[src/rtl/tx_sample_scheduler_if.sv]
// tx_sample_scheduler_if: audio, control and transmitter signals of the sample scheduler
interface tx_sample_scheduler_if #(parameter int DEPTH = 8);
  logic [7:0] audio;
  logic audio_valid;
  logic record_done;
  logic [7:0] ctrl;
  logic ctrl_valid;
  logic ctrl_ready;
  logic tx_busy;
  logic [7:0] tx_data;
  logic tx_valid;
  logic [$clog2(DEPTH):0] fifo_count;
  logic overflow;
  logic done;
  modport master (
    output audio, audio_valid, record_done, ctrl, ctrl_valid, tx_busy,
    input ctrl_ready, tx_data, tx_valid, fifo_count, overflow, done
  );
  modport slave (
    input audio, audio_valid, record_done, ctrl, ctrl_valid, tx_busy,
    output ctrl_ready, tx_data, tx_valid, fifo_count, overflow, done
  );
endinterface

[src/rtl/tx_sample_scheduler.sv]
// tx_sample_scheduler: feeds audio FIFO, control byte and end-of-message byte to a one-byte-in-flight transmitter
module tx_sample_scheduler #(
  parameter int DEPTH = 8,
  parameter logic [7:0] EOM_BYTE = 8'hA5,
  parameter int START_TIMEOUT = 4
) (
  input logic clk,
  input logic rst_n,
  tx_sample_scheduler_if.slave bus
);
  localparam int AW = $clog2(DEPTH);
  localparam int TW = $clog2(START_TIMEOUT) + 1;
  localparam logic [AW:0] FULL = DEPTH[AW:0];
  localparam logic [TW-1:0] TMAX = TW'(START_TIMEOUT - 1);
  typedef enum logic [1:0] {IDLE, WAIT_START, WAIT_DONE} state_t;
  state_t state, state_d;
  logic [7:0] mem [DEPTH];
  logic [AW-1:0] wr_ptr, rd_ptr;
  logic [AW:0] count;
  logic [7:0] ctrl_reg, tx_data, pick_byte;
  logic ctrl_full, eom_pending, rr_ctrl, eom_flight, tx_valid, overflow;
  logic [TW-1:0] timer;
  logic audio_req, full, pick_audio, pick_ctrl, pick_eom, issue, retry, pop, push;
  assign audio_req = count != '0;
  assign full = count == FULL;
  // round robin: audio wins a tie only when the previous pick was control
  assign pick_audio = audio_req && (!ctrl_full || rr_ctrl);
  assign pick_ctrl = ctrl_full && (!audio_req || !rr_ctrl);
  assign pick_eom = !audio_req && !ctrl_full && eom_pending;
  assign issue = state == IDLE && (audio_req || ctrl_full || eom_pending);
  assign retry = state == WAIT_START && !bus.tx_busy && timer == TMAX;
  assign pop = issue && pick_audio;
  assign push = bus.audio_valid && (!full || pop);
  assign pick_byte = pick_audio ? mem[rd_ptr] : pick_ctrl ? ctrl_reg : EOM_BYTE;
  assign bus.done = state == WAIT_DONE && !bus.tx_busy && eom_flight;
  assign bus.ctrl_ready = !ctrl_full;
  assign bus.fifo_count = count;
  assign bus.tx_data = tx_data;
  assign bus.tx_valid = tx_valid;
  assign bus.overflow = overflow;
  always_comb begin
    state_d = state;
    state_d = issue ? WAIT_START :
              (state == WAIT_START && bus.tx_busy) ? WAIT_DONE :
              (state == WAIT_DONE && !bus.tx_busy) ? IDLE : state;
  end
  always_ff @(posedge clk)
    if (push) mem[wr_ptr] <= bus.audio;
  always_ff @(posedge clk or negedge rst_n)
    if (!rst_n) begin
      state <= IDLE;
      wr_ptr <= '0;
      rd_ptr <= '0;
      count <= '0;
      ctrl_reg <= '0;
      ctrl_full <= 1'b0;
      eom_pending <= 1'b0;
      rr_ctrl <= 1'b1;
      eom_flight <= 1'b0;
      timer <= '0;
      tx_valid <= 1'b0;
      tx_data <= '0;
      overflow <= 1'b0;
    end else begin
      state <= state_d;
      if (push) wr_ptr <= wr_ptr + 1'b1;
      if (pop) rd_ptr <= rd_ptr + 1'b1;
      count <= count + {{AW{1'b0}}, push} - {{AW{1'b0}}, pop};
      if (bus.ctrl_valid && !ctrl_full) begin
        ctrl_reg <= bus.ctrl;
        ctrl_full <= 1'b1;
      end else if (issue && pick_ctrl) ctrl_full <= 1'b0;
      eom_pending <= bus.done ? 1'b0 : eom_pending | bus.record_done;
      if (pop) rr_ctrl <= 1'b0;
      else if (issue && pick_ctrl) rr_ctrl <= 1'b1;
      if (issue) eom_flight <= pick_eom;
      timer <= (state == WAIT_START && !retry) ? timer + 1'b1 : '0;
      tx_valid <= issue || retry;
      if (issue) tx_data <= pick_byte;
      overflow <= overflow | (bus.audio_valid && full && !pop);
    end
endmodule

[src/flat_wrapper.sv]
// flat-port wrapper written by rule: the top's interface ports become plain ports
module tx_sample_scheduler_flat 
#(
  parameter int DEPTH = 8,
  parameter logic [7:0] EOM_BYTE = 8'hA5,
  parameter int START_TIMEOUT = 4
)
  (clk, rst_n, bus_audio, bus_audio_valid, bus_record_done, bus_ctrl, bus_ctrl_valid, bus_tx_busy, bus_ctrl_ready, bus_tx_data, bus_tx_valid, bus_fifo_count, bus_overflow, bus_done);
  tx_sample_scheduler_if #(.DEPTH(DEPTH)) bus_i ();
  input logic clk;
  input logic rst_n;
  input wire logic [$bits(bus_i.audio)-1:0] bus_audio;
  input wire logic [$bits(bus_i.audio_valid)-1:0] bus_audio_valid;
  input wire logic [$bits(bus_i.record_done)-1:0] bus_record_done;
  input wire logic [$bits(bus_i.ctrl)-1:0] bus_ctrl;
  input wire logic [$bits(bus_i.ctrl_valid)-1:0] bus_ctrl_valid;
  input wire logic [$bits(bus_i.tx_busy)-1:0] bus_tx_busy;
  output wire logic [$bits(bus_i.ctrl_ready)-1:0] bus_ctrl_ready;
  output wire logic [$bits(bus_i.tx_data)-1:0] bus_tx_data;
  output wire logic [$bits(bus_i.tx_valid)-1:0] bus_tx_valid;
  output wire logic [$bits(bus_i.fifo_count)-1:0] bus_fifo_count;
  output wire logic [$bits(bus_i.overflow)-1:0] bus_overflow;
  output wire logic [$bits(bus_i.done)-1:0] bus_done;
  assign bus_i.audio = bus_audio;
  assign bus_i.audio_valid = bus_audio_valid;
  assign bus_i.record_done = bus_record_done;
  assign bus_i.ctrl = bus_ctrl;
  assign bus_i.ctrl_valid = bus_ctrl_valid;
  assign bus_i.tx_busy = bus_tx_busy;
  assign bus_ctrl_ready = bus_i.ctrl_ready;
  assign bus_tx_data = bus_i.tx_data;
  assign bus_tx_valid = bus_i.tx_valid;
  assign bus_fifo_count = bus_i.fifo_count;
  assign bus_overflow = bus_i.overflow;
  assign bus_done = bus_i.done;
  tx_sample_scheduler #(.DEPTH(DEPTH), .EOM_BYTE(EOM_BYTE), .START_TIMEOUT(START_TIMEOUT)) u_core (.clk(clk), .rst_n(rst_n), .bus(bus_i));
endmodule
[config.mk]
export PLATFORM = sky130hd
export DESIGN_NAME = tx_sample_scheduler_flat
export DESIGN_NICKNAME = d
export VERILOG_FILES = /design/src/rtl/tx_sample_scheduler_if.sv /design/src/rtl/tx_sample_scheduler.sv /design/src/flat_wrapper.sv
export SDC_FILE = /design/constraint.sdc
export NUM_CORES = 1
export LEC_CHECK = 0
export ABC_AREA = 0
export CORE_ASPECT_RATIO = 0.5
export CORE_MARGIN = 2
export CORE_UTILIZATION = 57
export CTS_CLUSTER_SIZE = 30
export DETAILED_ROUTE_END_ITERATION = 10
export GPL_ROUTABILITY_DRIVEN = 0
export PLACE_DENSITY = 0.79
export SYNTH_ARGS = -nofsm -noshare
export SYNTH_HDL_FRONTEND = slang
export SYNTH_SLANG_ARGS = --single-unit
[constraint.sdc]
create_clock -name clk -period 3.7 [get_ports clk]
set_clock_uncertainty 0.2 [all_clocks]
set_input_delay 0.74 -clock clk [delete_from_list [all_inputs] [get_ports clk]]
set_output_delay 0.74 -clock clk [all_outputs]
set_load 0.05 [all_outputs]
==> flow_summary.yaml, run 1 <==
clock_network:
  cts_resized: 0
  clk_pin_slew_worst_paths_ps: 60
  cts_sinks: 101
  ctsLongestPathBuffers: 2
  cts-root-buf: "clkbuf_16"
  htree_levels: 3
  cts_tree: "done"
  holdBufCountCts: 0
  cts_setup_buffers: 0
  numCtsBuffers: 9
  clk_latency_ps: 350
sta:
  setup_viol: 0
  hold_viol_final: 0
  min_period_ps: 3230
  fmax_ghz: 0.310
  max_slew_margin_pct: 40.9
  finalMaxSlewViolations: 0
  finalSetupTns_ps: 0
  tightest_slew_ps: 887
  min_period_over_period_pct: 87.2
  rsz0062_at_grt: "false"
die:
  core-area_um2: 7270
  die_area_um2: 8160
  boundaryPins: 38
  die_height_um: 64.9
  die_w_um: 126
  num_rows: 22
  initial_core_util_pct: 58.2
power:
  internal-power_mw: 2.64
  switchingPower_mw: 1.54
  p_comb_share_pct: 35.3
  leakage_nw: 1.91
  p_per_area_nw_per_um2: 836
  p_clk_share_pct: 21.6
  ir_worst_vdd_uv: 305
  sw_frac_of_total_pct: 36.8
  p_seq_share_pct: 43.1
finish:
  drive_gt1_share_pct: 12.3
  utilization_pct: 68.7
  multi_input_area_um2: 1260
  layout.nets: 335
  fill_cells: 465
  seq_area_um2: 2850
  n_antenna_cell: 0
  area_growth_pct: 18.1
  largest_reg_flops: 64
run_status:
  status: "completed"
place:
  hpwl_um: 5020
  portBuffers: 37
global_routing:
  gr-total-overflow: 0
  grt_use_total_pct: 20.5
  grt_max_degree: 38
  grt_pass1_vias: 2312
  grt_pass1_wl_um: 12200
  antenna_found_initial: 0
critical_path:
  cp-end-kind: "primary output"
  critical_path_class: "in2out"
  cp.arrival_ps: 2290
  required_ps: 2760
  cp_max_fo: 3
  start_kind: "primary input"
synth:
  syn_area_um2: 4230
  yosys.area.top_type: "edfxtp_1"
  synthCells: 257
  ys_top_cells_by_area: "edfxtp_1 45%, dfrtp_1 21%, mux4_1 9.3%"
  synth_top_area_share_pct: 45.5
  ys_seq_area_share_pct: 67.4
  yosysWarnings: 0
  ys_ff_latch: 101
  synth_edf_count: 64
  ys_types: 44
  synth_commonest_cells: "64 x edfxtp_1, 36 x dfrtp_1, 19 x nand2_1, 19 x nor2_1"
  synth.avg_cell_area_um2: 16.4
  synthesis.nets: 289
  ys.flop_type: "edfxtp_1"
  synth_most_common_cell: "edfxtp_1"
  postSynth.asyncResetShare_pct: 36.6
route:
  drtIter0Drc: 153
  vias: 2285
  dr.pass1.iters: 4
  wirelength_um: 7530
  drc: 0
  routed_via_density: 5.66
  final_antenna_net_count: 0
  routedWlPerCell_um: 18.6
job:
  drv_cap: 0
worst_hold_path:
  hold_path.class: "reg2reg"
## final timing paths
path | start | to | slack (ps) | cells past startpoint
max | bus_tx_busy | bus_done | 470 | 4
min | u_core.timer[0]$_DFF_PN0_ | u_core.timer[0]$_DFF_PN0_ | 240 | 1
max reg2reg | u_core.bus.fifo_count[2]$_DFF_PN0_ | u_core.mem[7][2]$_DFFE_PP_ | 1040 | 6
min reg2reg | u_core.timer[0]$_DFF_PN0_ | u_core.timer[0]$_DFF_PN0_ | 240 | 1
max in group asynchronous | rst_n | u_core.eom_pending$_DFF_PN0_ | 2500 | 1
min in group asynchronous | rst_n | u_core.wr_ptr[0]$_DFFE_PN0P_ | 280 | 1
## layer usage
layer | share of wire [%] | global-route usage [%] | wire length [um] | vias up
li1 | - | - | - | 1074
met1 | 44 | 26.5 | 3350 | 1143
met2 | 49 | 34.0 | 3690 | 56
met3 | 5.1 | 7.02 | 382 | 12
met4 | 1.4 | 5.63 | 104 | 0
met5 | 0 | 0 | 0 | -
## critical path: stages
cell,delay (ps)
clkdlybuf4s50_1,440
nor2_1,120
and3_1,180
clkdlybuf4s50_1,800
## layout make-up
class | instances | area share [%]
multi-input combinational | 132 | 25.2
sequential | 101 | 57.1
tap | 96 | 2.41
clock buffer | 9 | 4.51
inverter | 15 | 1.13
timing repair buffer | 44 | 8.37
clock inverter | 7 | 1.38
## cell families (layout without fill, tap and decap cells)
family	after synthesis	count (layout)	share of synthesized area (%)
adder cells (fa/ha/maj)	10	10	3.14
XOR/XNOR	6	6	1.24
AO/OA/AOI/OAI	29	29	5.21
multiplexers	29	29	13.1
AND/OR/NAND/NOR	58	58	7.05
flip-flops	101	101	67.4
buffers and inverters	24	75	2.87
## per-stage QoR
step | hold slack, ps | area [um^2] | total power [mW] | worst slack, ps | std cells
2_1_floorplan | 210 | 4230 | 2.86 | 489 | 257
3_3_place_gp | 220 | 4700 | 3.22 | 492 | 388
3_5_place_dp | 235 | 4700 | 3.29 | 475 | 388
4_1_cts | 245 | 4990 | 4.21 | 468 | 404
5_1_grt | 252 | 4990 | 4.40 | 422 | 404
6_report | 237 | 4990 | 4.17 | 473 | 404
## power groups by stage
stage                     sequential [mW]  combinational [mW]  clock [mW]
final                                1.80                1.48       0.900
after global routing                 1.84                1.59       0.966
after CTS                            1.80                1.49       0.922
after detailed placement             1.82                1.47           0
after global placement               1.79                1.43           0
after floorplan                      1.91               0.941           0
## cell usage in the layout (no fill, tap or decap), types with 3 or more instances in the layout
cell,instances
edfxtp_1,64
clkdlybuf4s50_1,36
dfrtp_1,36
nor2_1,19
nand2_1,19
inv_1,15
mux4_1,15
ha_1,9
clkbuf_16,9
mux2i_1,8
buf_4,7
a21oi_1,5
xnor2_1,5
o21ai_0,5
mux2_2,5
a221o_1,4
a31oi_1,4
a22o_1,4
nor3_1,3
No activity file was read; power rests on OpenSTA's default activity.
==> run 2, diff against run 1 <==
--- a/config.mk
+++ b/config.mk
@@ -12,7 +12,7 @@
 export CTS_CLUSTER_SIZE = 30
 export DETAILED_ROUTE_END_ITERATION = 10
 export GPL_ROUTABILITY_DRIVEN = 0
-export PLACE_DENSITY = 0.79
+export PLACE_DENSITY = 0.8
 export SYNTH_ARGS = -nofsm -noshare
 export SYNTH_HDL_FRONTEND = slang
 export SYNTH_SLANG_ARGS = --single-unit
==> run 2 against run 1 <==
Against the previous run: maximum frequency down 0.55%; wire length up 0.21%; non-clock buffer count stayed put; hold slack gained 2.9 ps; global-route usage decreased by 0.96 points; sequential cell count unchanged; sequential share of layout area is 0.086 points higher; clock power down 2%; worst setup slack got worse by 18 ps; critical path depth did not move; core utilization fell by 0.10 points; combinational power hardly changed; critical endpoint unchanged.
==> flow_summary.yaml, run 2 (same netlist as run 1, synthesis figures left out) <==
finish:
  area_growth_pct: 18.0
  layout.nets: 335
  largest_reg_flops: 64
  final_common_cell: "edfxtp_1"
  n_antenna_cell: 0
  fill_cells: 506
  layout_common_cells: "64 x edfxtp_1, 36 x clkdlybuf4s50_1, 36 x dfrtp_1, 19 x nor2_1, 19 x nand2_1"
  final_area_um2: 4990
  multi_input_area_um2: 1260
  seq_area_um2: 2850
  drive_gt1_share_pct: 12.0
global_routing:
  grt_max_degree: 38
  gr-total-overflow: 0
  grt_pass1_vias: 2290
  use_met1_pct: 24.9
  antenna_found_initial: 0
  grt_pass1_wl_um: 11700
  gr-usage-met3_pct: 5.45
  busiest_layer: "met2"
  use_met2_pct: 32.6
  grt_use_total_pct: 19.6
place:
  post_dp_cell_area_um2: 4700
  hpwl_um: 4870
  portBuffers: 37
critical_path:
  worstPathCellList: "clkdlybuf4s50_1 -> nor2_1 -> and3_1 -> clkdlybuf4s50_1"
  worstSetupPathDepth: 4
  start_kind: "primary input"
  cp_max_fo: 3
  critPathMaxStageDelay_ps: 800
  cp.arrival_ps: 2300
  critical_path_class: "in2out"
  reg2reg_to: "u_core.mem[7][4]$_DFFE_PP_"
  path_common_cell: "clkdlybuf4s50_1"
  required_ps: 2760
  crit_path_end: "bus_done"
  r2r-start: "u_core.bus.fifo_count[2]$_DFF_PN0_"
  critPathLaunch: "bus_tx_busy"
  cpLargestDelayFamily: "buffers and inverters"
  crit_buf_inv: 2
  cp-end-kind: "primary output"
  r2r_slack_ps: 1060
  rr_worst_depth: 6
  critPathSlowestCell: "clkdlybuf4s50_1"
power:
  leakage_nw: 1.91
  p_clk_share_pct: 21.2
  sw_frac_of_total_pct: 36.6
  internal-power_mw: 2.63
  p_per_area_nw_per_um2: 833
  switchingPower_mw: 1.52
  ir_worst_vdd_uv: 331
  p_seq_share_pct: 43.3
  p_comb_share_pct: 35.5
sta:
  finalSetupTns_ps: 0
  setup_viol: 0
  hold_viol_final: 0
  min_period_over_period_pct: 87.7
  finalMaxSlewViolations: 0
  tightest_slew_ps: 948
  min_period_ps: 3240
  max_slew_margin_pct: 36.8
  rsz0062_at_grt: "false"
  fmax_ghz: 0.308
route:
  vias: 2305
  wirelength_um: 7550
  final_antenna_net_count: 0
  dr.pass1.iters: 4
  drtIter0Drc: 146
  routedWlPerCell_um: 18.7
  drc: 0
  routed_via_density: 5.71
clock_network:
  cts_setup_buffers: 0
  htree_levels: 3
  cts_tree: "done"
  holdBufCountCts: 0
  numCtsBuffers: 9
  cts_resized: 0
  cts_sinks: 101
  clk_latency_ps: 340
  clk_pin_slew_worst_paths_ps: 60
  ctsLongestPathBuffers: 2
  cts-root-buf: "clkbuf_16"
run_status:
  status: "completed"
die:
  initial_core_util_pct: 58.2
  die_w_um: 126
  num_rows: 22
  core-area_um2: 7270
  die_area_um2: 8160
  boundaryPins: 38
  die_height_um: 64.9
worst_hold_path:
  hold_path.class: "reg2reg"
job:
  drv_cap: 0
==> run 2: cell types whose count changed in the layout (fill, tap and decap cells not counted), sizes merged <==
cell	change
clkinv	+1
inv	-1
==> run 2: power by group through the flow <==
stage / Clock, mW / Combinational [mW] / Sequential, mW
6_report: 0.881 / 1.47 / 1.80
2_1_floorplan: 0 / 0.941 / 1.91
3_5_place_dp: 0 / 1.48 / 1.82
3_3_place_gp: 0 / 1.42 / 1.79
4_1_cts: 0.899 / 1.49 / 1.80
5_1_grt: 0.933 / 1.60 / 1.84
==> run 2: final cells by class <==
cell class	count	area share, %
clock buffers	9	4.52
multi-input cells	132	25.2
well taps	96	2.41
clock inverters	7	1.23
repair buffers	44	8.38
inverters	15	1.13
flip-flops and latches	101	57.1
==> run 2: per-stage QoR <==
step / hold slack, ps / cells / setup WS, ps / utilization, % / total power, mW
2_1_floorplan: 210 / 257 / 489 / - / 2.86
3_3_place_gp: 220 / 388 / 490 / 64.7 / 3.21
3_5_place_dp: 235 / 388 / 459 / 64.7 / 3.29
4_1_cts: 243 / 404 / 443 / 68.6 / 4.18
5_1_grt: 261 / 404 / 384 / 68.6 / 4.37
6_report: 240 / 404 / 455 / 68.6 / 4.15
==> run 2: layer usage <==
| metal | share of wire, % | up-vias |
|---|---|---|
| met5 | 0 | - |
| met4 | 1.8 | 0 |
| met3 | 4.0 | 13 |
| met2 | 48 | 53 |
| met1 | 46 | 1172 |
| li1 | - | 1067 |
==> run 2: worst min-delay path by stage <==
stage	from	endpoint	slack, ps	cells after the start
2_1_floorplan	u_core.timer[0]$_DFF_PN0_	u_core.timer[0]$_DFF_PN0_	210	1
3_3_place_gp	u_core.timer[0]$_DFF_PN0_	u_core.timer[0]$_DFF_PN0_	220	1
3_5_place_dp	u_core.timer[0]$_DFF_PN0_	u_core.timer[0]$_DFF_PN0_	230	1
4_1_cts	u_core.timer[0]$_DFF_PN0_	u_core.timer[0]$_DFF_PN0_	240	1
5_1_grt	u_core.timer[0]$_DFF_PN0_	u_core.timer[0]$_DFF_PN0_	260	1
6_report	u_core.timer[0]$_DFF_PN0_	u_core.timer[0]$_DFF_PN0_	240	1
==> run 2: worst register-to-register path, delay by kind of cell, from the launching register on <==
family / cells / cell delay [ps]
compound gates: 1 / 230
fa+ha+maj: 1 / 210
simple gates: 3 / 1200
flops: 1 / 350
buf+inv: 1 / 80
==> run 3, diff against run 2 <==
--- a/config.mk
+++ b/config.mk
@@ -5,7 +5,7 @@
 export SDC_FILE = /design/constraint.sdc
 export NUM_CORES = 1
 export LEC_CHECK = 0
-export ABC_AREA = 0
+export ABC_AREA = 1
 export CORE_ASPECT_RATIO = 0.5
 export CORE_MARGIN = 2
 export CORE_UTILIZATION = 57
@@ -13,6 +13,7 @@
 export DETAILED_ROUTE_END_ITERATION = 10
 export GPL_ROUTABILITY_DRIVEN = 0
 export PLACE_DENSITY = 0.8
+export SLEW_MARGIN = 20
 export SYNTH_ARGS = -nofsm -noshare
 export SYNTH_HDL_FRONTEND = slang
 export SYNTH_SLANG_ARGS = --single-unit
==> run 3 against run 2 <==
Against the previous run: synthesized area is 3.5% higher; final cell count grew 37%; clock power grew 2.8%; largest power group unchanged.
==> flow_summary.yaml, run 3 <==
run_status:
  status: "completed"
die:
  boundaryPins: 38
  core-area_um2: 7380
  num_rows: 22
  die_w_um: 128
  initial_core_util_pct: 59.3
  die_height_um: 65.9
  die_area_um2: 8430
synth:
  postSynth.asyncResetShare_pct: 36.6
  synth_commonest_cells: "117 x nand2_1, 64 x edfxtp_1, 61 x nand3_1, 42 x inv_1, 38 x nor2_1"
  synth_top_area_share_pct: 43.9
  ys_seq_area_share_pct: 65.2
  ys_top_cells_by_area: "edfxtp_1 44%, dfrtp_1 21%, nand2_1 10%"
  syn_area_um2: 4370
  synth_top_family_by_area: "simple AND/OR/NAND/NOR gates"
  yosys.area.top_type: "edfxtp_1"
  ys.flop_type: "edfxtp_1"
  ys_types: 27
  synth_xor_area_share_pct: 0.801
  synthesis.nets: 450
  synth_most_common_cell: "nand2_1"
  synth.avg_cell_area_um2: 10.5
  synthCells: 418
  synth_edf_count: 64
  muxShareOfSynthArea_pct: 2.06
  synth-compound-area-share_pct: 1.80
  ys_ff_latch: 101
  yosys.area_share.simple_pct: 21.9
  yosysWarnings: 0
  synthAdderAreaFrac_pct: 3.03
sta:
  setup_viol: 0
  tightest_slew_ps: 1050
  hold_viol_final: 0
  finalMaxSlewViolations: 0
  fin_ws_ps: 491
  max_slew_margin_pct: 29.6
  rsz0062_at_grt: "false"
  min_period_over_period_pct: 86.7
  min_period_ps: 3210
  fmax_ghz: 0.312
  finalSetupTns_ps: 0
place:
  hpwl_um: 5640
  portBuffers: 37
  place_ws_ps: 502
clock_network:
  cts_setup_buffers: 0
  holdBufCountCts: 0
  cts_sinks: 101
  htree_levels: 3
  cts-root-buf: "clkbuf_16"
  numCtsBuffers: 9
  ctsLongestPathBuffers: 2
  clk_pin_slew_worst_paths_ps: 70
  cts_resized: 0
  cts_tree: "done"
  clk_latency_ps: 350
global_routing:
  grt_max_degree: 38
  grt_pass1_wl_um: 14100
  grt_use_total_pct: 23.1
  gr-total-overflow: 0
  grt_pass1_vias: 2840
  antenna_found_initial: 0
route:
  drtIter0Drc: 266
  drc: 0
  routedWlPerCell_um: 15.8
  final_antenna_net_count: 0
  wirelength_um: 8750
  vias: 2987
  routed_via_density: 5.38
  dr.pass1.iters: 5
finish:
  layout_common_cells: "117 x nand2_1, 64 x edfxtp_1, 61 x nand3_1, 42 x inv_1, 38 x nor2_1"
  utilization_pct: 69.1
  largest_reg_flops: 64
  drive_gt1_share_pct: 7.84
  layout.nets: 486
  final_common_cell: "nand2_1"
  n_antenna_cell: 0
  area_growth_pct: 16.6
critical_path:
  cp_max_fo: 3
  path_common_cell: "clkdlybuf4s50_1"
  cp.arrival_ps: 2270
  r2r_slack_ps: 1040
  worstPathCellList: "clkdlybuf4s50_1 -> inv_1 -> nand2_1 -> nor2_1 -> clkdlybuf4s50_1"
  cp-end-kind: "primary output"
  required_ps: 2760
  critPathMaxStageDelay_ps: 820
  critPathSlowestCell: "clkdlybuf4s50_1"
  start_kind: "primary input"
  critical_path_class: "in2out"
job:
  drv_cap: 0
power:
  ir_worst_vdd_uv: 366
  leakage_nw: 2.21
  p_per_area_nw_per_um2: 569
worst_hold_path:
  hold_path.class: "reg2reg"
run 3: cell types whose count changed after synthesis, moves of 4 or more:
cell / change
a221o_1: -4
mux4_1: -15
buf_2: +5
mux2i_1: -8
nor2_1: +19
a31oi_1: -4
a22o_1: -4
inv_1: +27
nand3_1: +61
nand2_1: +98
run 3: final cells by class:
type                    count  area, um^2
well taps                  96         120
clock buffers               9         225
repair buffers             38         373
flip-flops and latches    101        2850
inverters                  46         173
clock inverters             7        65.1
multi-input cells         258        1290
fillers                   542        2280
run 3: report_power, final:
part	internal [mW]	switching [mW]
Combinational	0.198	0.361
Clock	0.474	0.433
Sequential	1.35	0.0833
Total	2.02	0.877
run 3: kinds of logic after synthesis:
logic type	after synthesis
AND/OR/NAND/NOR	224
flip-flops	101
buffers and inverters	59
AO/OA/AOI/OAI	12
adder cells (fa/ha/maj)	10
multiplexers	8
XOR/XNOR	4
run 3: metrics by stage:
| step | hold slack, ps | total power, mW | cell area [um^2] | std cells |
|---|---|---|---|---|
| 3_5_place_dp | 234 | 2.01 | 4810 | 539 |
| 6_report | 238 | 2.90 | 5100 | 555 |
| 4_1_cts | 243 | 2.92 | 5100 | 555 |
| 2_1_floorplan | 210 | 1.83 | 4370 | 418 |
| 5_1_grt | 278 | 3.04 | 5100 | 555 |
| 3_3_place_gp | 227 | 2.00 | 4810 | 539 |
run 3: layer usage:
layer | vias up | routed length [um] | global-route usage [%]
li1 | 1442 | - | -
met1 | 1429 | 3850 | 30.1
met2 | 106 | 4190 | 37.6
met3 | 10 | 614 | 7.44
met4 | 0 | 87 | 7.42
met5 | - | 0 | 0
run 3: path summary, 6_finish.rpt:
path	depth (start not counted)	end	startpoint
max reg2reg	7	u_core.mem[4][6]$_DFFE_PP_	u_core.bus.fifo_count[2]$_DFF_PN0_
min reg2reg	1	u_core.timer[0]$_DFF_PN0_	u_core.timer[0]$_DFF_PN0_
max in group asynchronous	1	u_core.timer[0]$_DFF_PN0_	rst_n
max	5	bus_done	bus_tx_busy
min in group asynchronous	1	u_core.timer[2]$_DFF_PN0_	rst_n
min	1	u_core.timer[0]$_DFF_PN0_	u_core.timer[0]$_DFF_PN0_
run 3: worst max-delay path, delay by kind of cell:
kind | cells | cell delay (ps)
AND/OR/NAND/NOR | 2 | 180
buffers and inverters | 3 | 1350
